$ cat src/rtl/calc_arbiter_service_pkg.sv
// Shared types and defaults for the multi-channel calculator arbiter.
package calc_arbiter_service_pkg;

  typedef enum logic [1:0] {
    IDLE     = 2'd0,
    ISSUE    = 2'd1,
    WAIT_RES = 2'd2,
    COMPLETE = 2'd3
  } state_e;

  localparam int unsigned TIMEOUT_DEFAULT = 1023;
  localparam int unsigned TID_W_DEFAULT   = 4;

  typedef logic [TID_W_DEFAULT-1:0] calc_tid_t;

  // Smallest index width that can name every channel.
  function automatic int unsigned calc_tid_w(input int unsigned n_ch);
    return (n_ch <= 2) ? 1 : $clog2(n_ch);
  endfunction

endpackage

$ cat src/rtl/calc_arbiter_service_rr_arbiter.sv
// Combinational round-robin pick: first requester at or after the pointer.
module calc_arbiter_service_rr_arbiter
  import calc_arbiter_service_pkg::*;
#(
  parameter  int unsigned N_CH  = 4,
  localparam int unsigned IDX_W = calc_tid_w(N_CH)
) (
  input  logic [N_CH-1:0]  i_req,
  input  logic [IDX_W-1:0] i_ptr,
  output logic             o_valid,
  output logic [N_CH-1:0]  o_grant,
  output logic [IDX_W-1:0] o_idx
);

  int               w_pos;
  logic [IDX_W-1:0] w_idx;

  // Scan from the farthest slot down so the closest requester is written last.
  always_comb begin
    o_valid = 1'b0;
    o_grant = '0;
    o_idx   = '0;
    w_pos   = 0;
    w_idx   = '0;
    for (int k = int'(N_CH) - 1; k >= 0; k--) begin
      w_pos = int'(i_ptr) + k;
      if (w_pos >= int'(N_CH)) w_pos = w_pos - int'(N_CH);
      w_idx = IDX_W'(w_pos);
      if (i_req[w_idx]) begin
        o_valid        = 1'b1;
        o_grant        = '0;
        o_grant[w_idx] = 1'b1;
        o_idx          = w_idx;
      end
    end
  end

endmodule

$ cat src/rtl/calc_arbiter_service.sv
// Round-robin service of N_CH calculator clients onto one shared AXIS floating-point operator.
module calc_arbiter_service
  import calc_arbiter_service_pkg::*;
#(
  parameter int unsigned N_CH    = 4,
  parameter int unsigned DATA_W  = 32,
  parameter int unsigned TID_W   = TID_W_DEFAULT,
  parameter int unsigned TIMEOUT = TIMEOUT_DEFAULT
) (
  input  logic                   i_aclk,
  input  logic                   i_areset,
  input  logic [N_CH-1:0]        i_ch_start,
  input  logic [N_CH*DATA_W-1:0] i_ch_a,
  input  logic [N_CH*DATA_W-1:0] i_ch_b,
  output logic [N_CH-1:0]        o_ch_busy,
  output logic [N_CH-1:0]        o_ch_done,
  output logic [N_CH-1:0]        o_ch_err,
  output logic [N_CH*DATA_W-1:0] o_ch_result,
  output logic [DATA_W-1:0]      o_a_tdata,
  output logic                   o_a_tvalid,
  input  logic                   i_a_tready,
  output logic                   o_a_tlast,
  output logic [TID_W-1:0]       o_a_tid,
  output logic [DATA_W-1:0]      o_b_tdata,
  output logic                   o_b_tvalid,
  input  logic                   i_b_tready,
  output logic                   o_b_tlast,
  output logic [TID_W-1:0]       o_b_tid,
  input  logic [DATA_W-1:0]      i_result_tdata,
  input  logic                   i_result_tvalid,
  input  logic [TID_W-1:0]       i_result_tid,
  output logic                   o_result_tready,
  output logic                   o_tid_err
);
  // state    | meaning
  // IDLE     | pick next eligible channel, latch its operands
  // ISSUE    | present a/b beats until each has handshaken
  // WAIT_RES | accept result beat for grant, watchdog running
  // COMPLETE | done pulse, release channel, advance rr pointer

  localparam int unsigned IDX_W  = calc_tid_w(N_CH);
  localparam int unsigned WDOG_W = $clog2(TIMEOUT + 1);

  state_e                  r_state, w_next;
  logic [IDX_W-1:0]        r_grant, r_ptr;
  logic [N_CH-1:0]         r_armed, r_busy, r_err;
  logic [N_CH*DATA_W-1:0]  r_result;
  logic [DATA_W-1:0]       r_a_tdata, r_b_tdata;
  logic                    r_a_tvalid, r_b_tvalid, r_res_tready, r_tid_err;
  logic [WDOG_W-1:0]       r_wdog;

  logic [N_CH-1:0]   w_req, w_arb_grant, w_grant_oh;
  logic [IDX_W-1:0]  w_arb_idx;
  logic              w_arb_valid, w_a_pend, w_b_pend, w_beat, w_good, w_bad, w_wdog_tc;
  logic [DATA_W-1:0] w_sel_a, w_sel_b;

  assign w_req      = i_ch_start & r_armed;
  assign w_grant_oh = N_CH'(1) << r_grant;
  assign w_a_pend   = r_a_tvalid & ~i_a_tready;
  assign w_b_pend   = r_b_tvalid & ~i_b_tready;
  assign w_beat     = i_result_tvalid & r_res_tready;
  assign w_good     = w_beat & (i_result_tid == TID_W'(r_grant));
  assign w_bad      = w_beat & (i_result_tid != TID_W'(r_grant));
  assign w_wdog_tc  = (r_wdog == WDOG_W'(TIMEOUT - 1));

  calc_arbiter_service_rr_arbiter #(.N_CH(N_CH)) u_rr (
    .i_req   (w_req),
    .i_ptr   (r_ptr),
    .o_valid (w_arb_valid),
    .o_grant (w_arb_grant),
    .o_idx   (w_arb_idx)
  );

  always_comb begin
    w_sel_a = '0;
    w_sel_b = '0;
    for (int i = 0; i < int'(N_CH); i++) begin
      if (w_arb_grant[i]) begin
        w_sel_a = i_ch_a[i*DATA_W +: DATA_W];
        w_sel_b = i_ch_b[i*DATA_W +: DATA_W];
      end
    end
  end

  always_ff @(posedge i_aclk) begin
    if (i_areset) r_state <= IDLE;
    else          r_state <= w_next;
  end

  always_comb begin
    w_next = r_state;
    case (r_state)
      IDLE:     if (w_arb_valid) w_next = ISSUE;
      ISSUE:    if (!w_a_pend && !w_b_pend) w_next = WAIT_RES;
      WAIT_RES: if (w_good || w_wdog_tc) w_next = COMPLETE;
      COMPLETE: w_next = IDLE;
      default:  w_next = IDLE;
    endcase
  end

  always_comb begin
    o_ch_done = '0;
    if (r_state == COMPLETE) o_ch_done = w_grant_oh;
  end

  always_ff @(posedge i_aclk) begin
    if (i_areset) begin
      r_grant      <= '0;
      r_ptr        <= '0;
      r_armed      <= '1;
      r_busy       <= '0;
      r_err        <= '0;
      r_result     <= '0;
      r_a_tdata    <= '0;
      r_b_tdata    <= '0;
      r_a_tvalid   <= 1'b0;
      r_b_tvalid   <= 1'b0;
      r_res_tready <= 1'b0;
      r_tid_err    <= 1'b0;
      r_wdog       <= '0;
    end else begin
      r_armed      <= r_armed | ~i_ch_start;
      r_tid_err    <= 1'b0;
      r_res_tready <= (w_next == WAIT_RES);
      case (r_state)
        IDLE: if (w_arb_valid) begin
          r_grant    <= w_arb_idx;
          r_a_tdata  <= w_sel_a;
          r_b_tdata  <= w_sel_b;
          r_busy     <= r_busy | w_arb_grant;
          r_err      <= r_err & ~w_arb_grant;
          r_a_tvalid <= 1'b1;
          r_b_tvalid <= 1'b1;
        end
        ISSUE: begin
          if (r_a_tvalid && i_a_tready) r_a_tvalid <= 1'b0;
          if (r_b_tvalid && i_b_tready) r_b_tvalid <= 1'b0;
          r_wdog <= '0;
        end
        WAIT_RES: begin
          r_wdog <= r_wdog + 1'b1;
          if (w_good) begin
            for (int i = 0; i < int'(N_CH); i++)
              if (w_grant_oh[i]) r_result[i*DATA_W +: DATA_W] <= i_result_tdata;
          end else if (w_wdog_tc) begin
            r_err <= r_err | w_grant_oh;
          end
          if (w_bad) r_tid_err <= 1'b1;
        end
        COMPLETE: begin
          r_busy  <= r_busy & ~w_grant_oh;
          r_armed <= (r_armed | ~i_ch_start) & ~w_grant_oh;
          r_ptr   <= (r_grant == IDX_W'(N_CH - 1)) ? '0 : r_grant + 1'b1;
        end
        default: ;
      endcase
    end
  end

  assign o_ch_busy       = r_busy;
  assign o_ch_err        = r_err;
  assign o_ch_result     = r_result;
  assign o_a_tdata       = r_a_tdata;
  assign o_a_tvalid      = r_a_tvalid;
  assign o_a_tlast       = r_a_tvalid;
  assign o_a_tid         = r_a_tvalid ? TID_W'(r_grant) : '0;
  assign o_b_tdata       = r_b_tdata;
  assign o_b_tvalid      = r_b_tvalid;
  assign o_b_tlast       = r_b_tvalid;
  assign o_b_tid         = r_b_tvalid ? TID_W'(r_grant) : '0;
  assign o_result_tready = r_res_tready;
  assign o_tid_err       = r_tid_err;

endmodule

$ cat config.mk
export PLATFORM = sky130hd
export DESIGN_NAME = calc_arbiter_service
export DESIGN_NICKNAME = d
export VERILOG_FILES = /design/src/rtl/calc_arbiter_service_pkg.sv /design/src/rtl/calc_arbiter_service_rr_arbiter.sv /design/src/rtl/calc_arbiter_service.sv
export SDC_FILE = /design/constraint.sdc
export NUM_CORES = 1
export LEC_CHECK = 0
export CAP_MARGIN = 25
export CORE_AREA = 3 3 200 202
export DETAILED_ROUTE_END_ITERATION = 7
export DIE_AREA = 0 0 203 205
export PLACE_DENSITY_LB_ADDON = 0.12
export SYNTH_ARGS = -nofsm -noshare
export SYNTH_HDL_FRONTEND = slang
export SYNTH_SLANG_ARGS = --single-unit
export TNS_END_PERCENT = 20
$ cat constraint.sdc
create_clock -name i_aclk -period 3.06 [get_ports i_aclk]
set_clock_uncertainty 0.1 [all_clocks]
set_input_delay 0.306 -clock i_aclk [delete_from_list [all_inputs] [get_ports i_aclk]]
set_output_delay 0.306 -clock i_aclk [all_outputs]
set_load 0.05 [all_outputs]
==> impl_results.rst <==
.. list-table::
   :header-rows: 1

   * - Metric
     - Value
   * - EDFF count, synth
     - 0
   * - DRC violation count after routing
     - 0
   * - Launching element type of the critical path
     - flip-flop
   * - Slew headroom
     - 39.7%
   * - RSZ-0062 raised after global routing
     - no
   * - Leakage power
     - ~6.7 nW
   * - Sink of the worst hold path
     - o_b_tlast$_SDFFE_PP0P_
   * - Routed vias
     - 12900
   * - Worst slew pin tran
     - 0.904 ns
   * - Data arrival time of the critical path
     - 2.51 ns
   * - Startpoint of the worst-slack reg-to-reg timing path
     - r_ptr[1]$_SDFFE_PP0P_
   * - Core box area
     - 38500 um^2
   * - I/O pin total
     - around 520
   * - Maximum vdd drop
     - 0.377 mV
   * - HP Class
     - in2reg
   * - Clock period minus worst slack
     - 2.92 ns
   * - Startpoint of the worst hold path
     - i_areset
   * - Total routing resource utilization after global routing
     - 24.6%
   * - Worst setup EP type
     - output port
   * - Sum of negative setup slack
     - 0 ns
   * - Post-CTS setup buffers
     - 0
   * - Combined flip-flop and latch cell area
     - about 4500 um^2
   * - Congestion Overflow GR
     - 0
   * - Critical path required time
     - ~2.7 ns
   * - Wire per inst
     - 21.8 um
   * - Kind of critical path
     - reg2out
   * - Max Buffers Root-to-Sink
     - 3
   * - Util after Layout
     - 47.3%
   * - Worst reg2reg endpoint
     - o_a_tdata[3]$_SDFFE_PP0P_
   * - Number of search-and-repair iterations in the first detailed-routing pass
     - 5
   * - Number of port buffers
     - 514
   * - Final number of max-transition violations
     - 0
   * - Critical Path Fanout Max
     - 5
   * - Maximum clock frequency
     - 0.343 GHz
   * - Combined area of the multi-input logic cells
     - 5880 um^2
   * - Maximum number of pins on one net before global-route repair
     - 103
   * - Width of the die
     - about 200 um
   * - Commonest register cell after synthesis
     - sky130_fd_sc_hd__dfxtp_1
   * - Global-route wire length before repair
     - 80400 um
   * - Initial antenna violation count
     - 10
   * - Synthesis-stage register bit count
     - 224
   * - Clk_lat worst skew
     - 0.56 ns
   * - Root Buffer
     - sky130_fd_sc_hd__clkbuf_16
   * - Reported max-cap violation count
     - 0
   * - P&R area growth vs syn
     - 61.1%
   * - Wirelength, routed
     - ~54000 um
   * - Detail-routed via count per cell
     - 5.17
   * - RD Place Congestion
     - 0.888
   * - Hold depth
     - 2
   * - Synth warn
     - 0
   * - Die span in y
     - 205 um
   * - Clock transition at the register clock pins on the worst setup and hold paths after CTS
     - 0.06 ns
   * - Mean Syn Cell Area
     - 7.65 um^2
   * - Internal reg-to-reg setup slack
     - approximately 0.21 ns
   * - Net count of the finished layout
     - ~2300
   * - Worst Reg-to-Reg Cells
     - 11
   * - Worst setup path startpoint
     - r_grant[0]$_SDFFE_PP0P_
   * - Share of synthesized area occupied by flip-flops and latches
     - between 30% and 40%
   * - Maximum level of the CTS H-tree
     - 1
   * - Post-synth ARST share
     - 0%
   * - Die footprint
     - 41600 um^2
   * - Number of standard cells after synthesis
     - 1475
   * - Sinks on Clock Net
     - 224
   * - CTS tree
     - built
   * - Result of the run
     - completed
   * - Detailed router's first-iteration violation count
     - 829
   * - Final count of negative-setup-slack endpoints
     - 0
   * - Syn Std Cell Area
     - 11300 um^2
   * - Initial Util
     - approximately 29%
   * - Post-detailed-placement half-perimeter wirelength
     - just under 40000 um
   * - Filler Cells Inserted
     - 3868
   * - Final-report hold violation count
     - 0
   * - Vias in the first global route
     - 12600
   * - # rows
     - 72
   * - Number of CTS-inserted buffers
     - 27
   * - Final critical-path share of the clock period
     - 95.4%
   * - Number of antenna-violating nets in the routed design
     - 0
   * - Ratio of cells with drive above 1 in the final layout
     - 6.90%
   * - Pwr Density
     - roughly 560 nW/um^2
   * - Synth cell types
     - 57
==> logic make-up (layout without fill, tap and decap cells) <==
group / count (synthesis) / in the layout / synth area share [%]
buffers and inverters: 218 / 712 / 8.86
adder cells (fa/ha/maj): 17 / 17 / 1.88
flip-flops: 224 / 224 / 39.7
XOR/XNOR: 8 / 8 / 0.621
other: 1 / 11 / 0.0332
AO/OA/AOI/OAI: 573 / 573 / 32.7
AND/OR/NAND/NOR: 430 / 430 / 15.5
multiplexers: 4 / 4 / 0.687
==> cells in the final DEF, fill, tap and decap left out, drive strengths merged, types with 2 or more instances in the layout <==
cell type,netlist,final
buf,50,70
inv,79,80
clkbuf,85,41
a311oi,65,65
ha,17,17
or3,2,2
nand3,5,5
and2,11,11
nand2b,4,4
a21o,2,2
or2,2,2
nor3,5,5
xor2,7,7
clkinv,0,2
and4,2,2
bufinv,0,6
nor2b,5,5
a21oi,275,275
mux4,3,3
nand4,8,8
a31oi,2,2
a211oi,6,6
a211o,66,66
dfxtp,224,224
clkdlybuf4s50,0,513
nor2,34,34
o22ai,67,67
diode,0,7
and3,2,2
o21ai,10,10
o21bai,69,69
nand2,343,343
conb,1,4
nor4,2,2
==> power breakdown <==
group	total, mW	switching (mW)	internal [mW]
registers	3.26	0.136	3.12
clock network	3.72	1.35	2.37
logic	3.12	1.89	1.24
==> state kept, by name, summed over array words and instances, names as in the netlist <==
register	count
o_tid_err	1
o_ch_busy	4
r_wdog	10
r_grant	2
o_a_tlast	1
o_ch_err	4
r_armed	4
o_ch_result	128
o_b_tdata	32
r_state	2
o_b_tlast	1
r_ptr	2
o_a_tdata	32
o_result_tready	1
==> cells in the mapped netlist, drive strengths merged, types with 2 or more instances <==
cell type | n | area, um^2
a211o | 66 | 578
a211oi | 6 | 45.0
a21o | 2 | 15.0
a21oi | 275 | 1380
a311oi | 65 | 569
a31oi | 2 | 12.5
and2 | 11 | 70.1
and3 | 2 | 12.5
and4 | 2 | 17.5
buf | 50 | 349
clkbuf | 85 | 319
dfxtp | 224 | 4480
dlygate4sd1 | 4 | 35.0
ha | 17 | 213
inv | 79 | 297
mux4 | 3 | 67.6
nand2 | 343 | 1290
nand2b | 4 | 25.0
nand3 | 5 | 25.0
nand4 | 8 | 50.1
nor2 | 34 | 128
nor2b | 5 | 31.3
nor3 | 5 | 25.0
nor4 | 2 | 12.5
o21ai | 10 | 50.1
o21bai | 69 | 518
o22ai | 67 | 419
or2 | 2 | 12.5
or3 | 2 | 12.5
xor2 | 7 | 61.3
==> worst max path at each step <==
| stage | cells past startpoint | endpoint |
|---|---|---|
| finish | 4 | o_ch_done[0] |
| global route | 4 | o_ch_done[0] |
| CTS | 4 | o_ch_done[0] |
| detailed placement | 10 | o_b_tdata[14]$_SDFFE_PP0P_ |
| global placement | 11 | o_b_tdata[10]$_SDFFE_PP0P_ |
| floorplan | 10 | o_a_tdata[10]$_SDFFE_PP0P_ |
==> worst max-delay path, cell delays in order (launching register included) <==
cell,delay (ns)
sky130_fd_sc_hd__dfxtp_1,0.37
sky130_fd_sc_hd__inv_1,0.20
sky130_fd_sc_hd__ha_1,0.24
sky130_fd_sc_hd__and2_1,0.26
sky130_fd_sc_hd__clkdlybuf4s50_1,0.90
==> per-layer routing <==
layer / track usage (%) / vias to the layer above / wire length [um]
met5: 0 / - / 39
met4: 10.9 / 6 / 2420
met3: 7.13 / 114 / 4710
met2: 39.4 / 517 / 25100
met1: 30.9 / 6137 / 22200
li1: - / 6136 / -
==> per-stage QoR <==
| step | total power, mW | hold WS, ns | area, um^2 | worst slack, ns | cells |
|---|---|---|---|---|---|
| finish | 10.1 | 0.259 | 18200 | 0.140 | 2497 |
| CTS | 10.2 | 0.211 | 18200 | 0.102 | 2490 |
| floorplan | 5.09 | 0.342 | 11300 | 0.282 | 1478 |
| global placement | 6.41 | 0.341 | 17100 | -0.171 | 2440 |
| global route | 10.5 | 0.259 | 18200 | 0.0117 | 2497 |
| detailed placement | 6.42 | 0.346 | 17100 | -0.200 | 2440 |
==> repair_timing <==
action | in CTS | in global routing
gates resized for setup | 0 | 1
hold buffers | 0 | 0
hold endpoints to repair | 0 | 0
endpoints found under the setup margin | 0 | 10
==> area by class of cell <==
| cell class | count | share of cell area, % |
|---|---|---|
| antenna | 7 | 0.0963 |
| clock buffer | 41 | 4.55 |
| clock inverter | 9 | 1.16 |
| inverter | 79 | 1.63 |
| multi-input combinational | 1036 | 32.3 |
| sequential | 224 | 24.7 |
| tap | 518 | 3.56 |
| timing repair buffer | 583 | 32.1 |
Power figures use the tool's default switching activity.
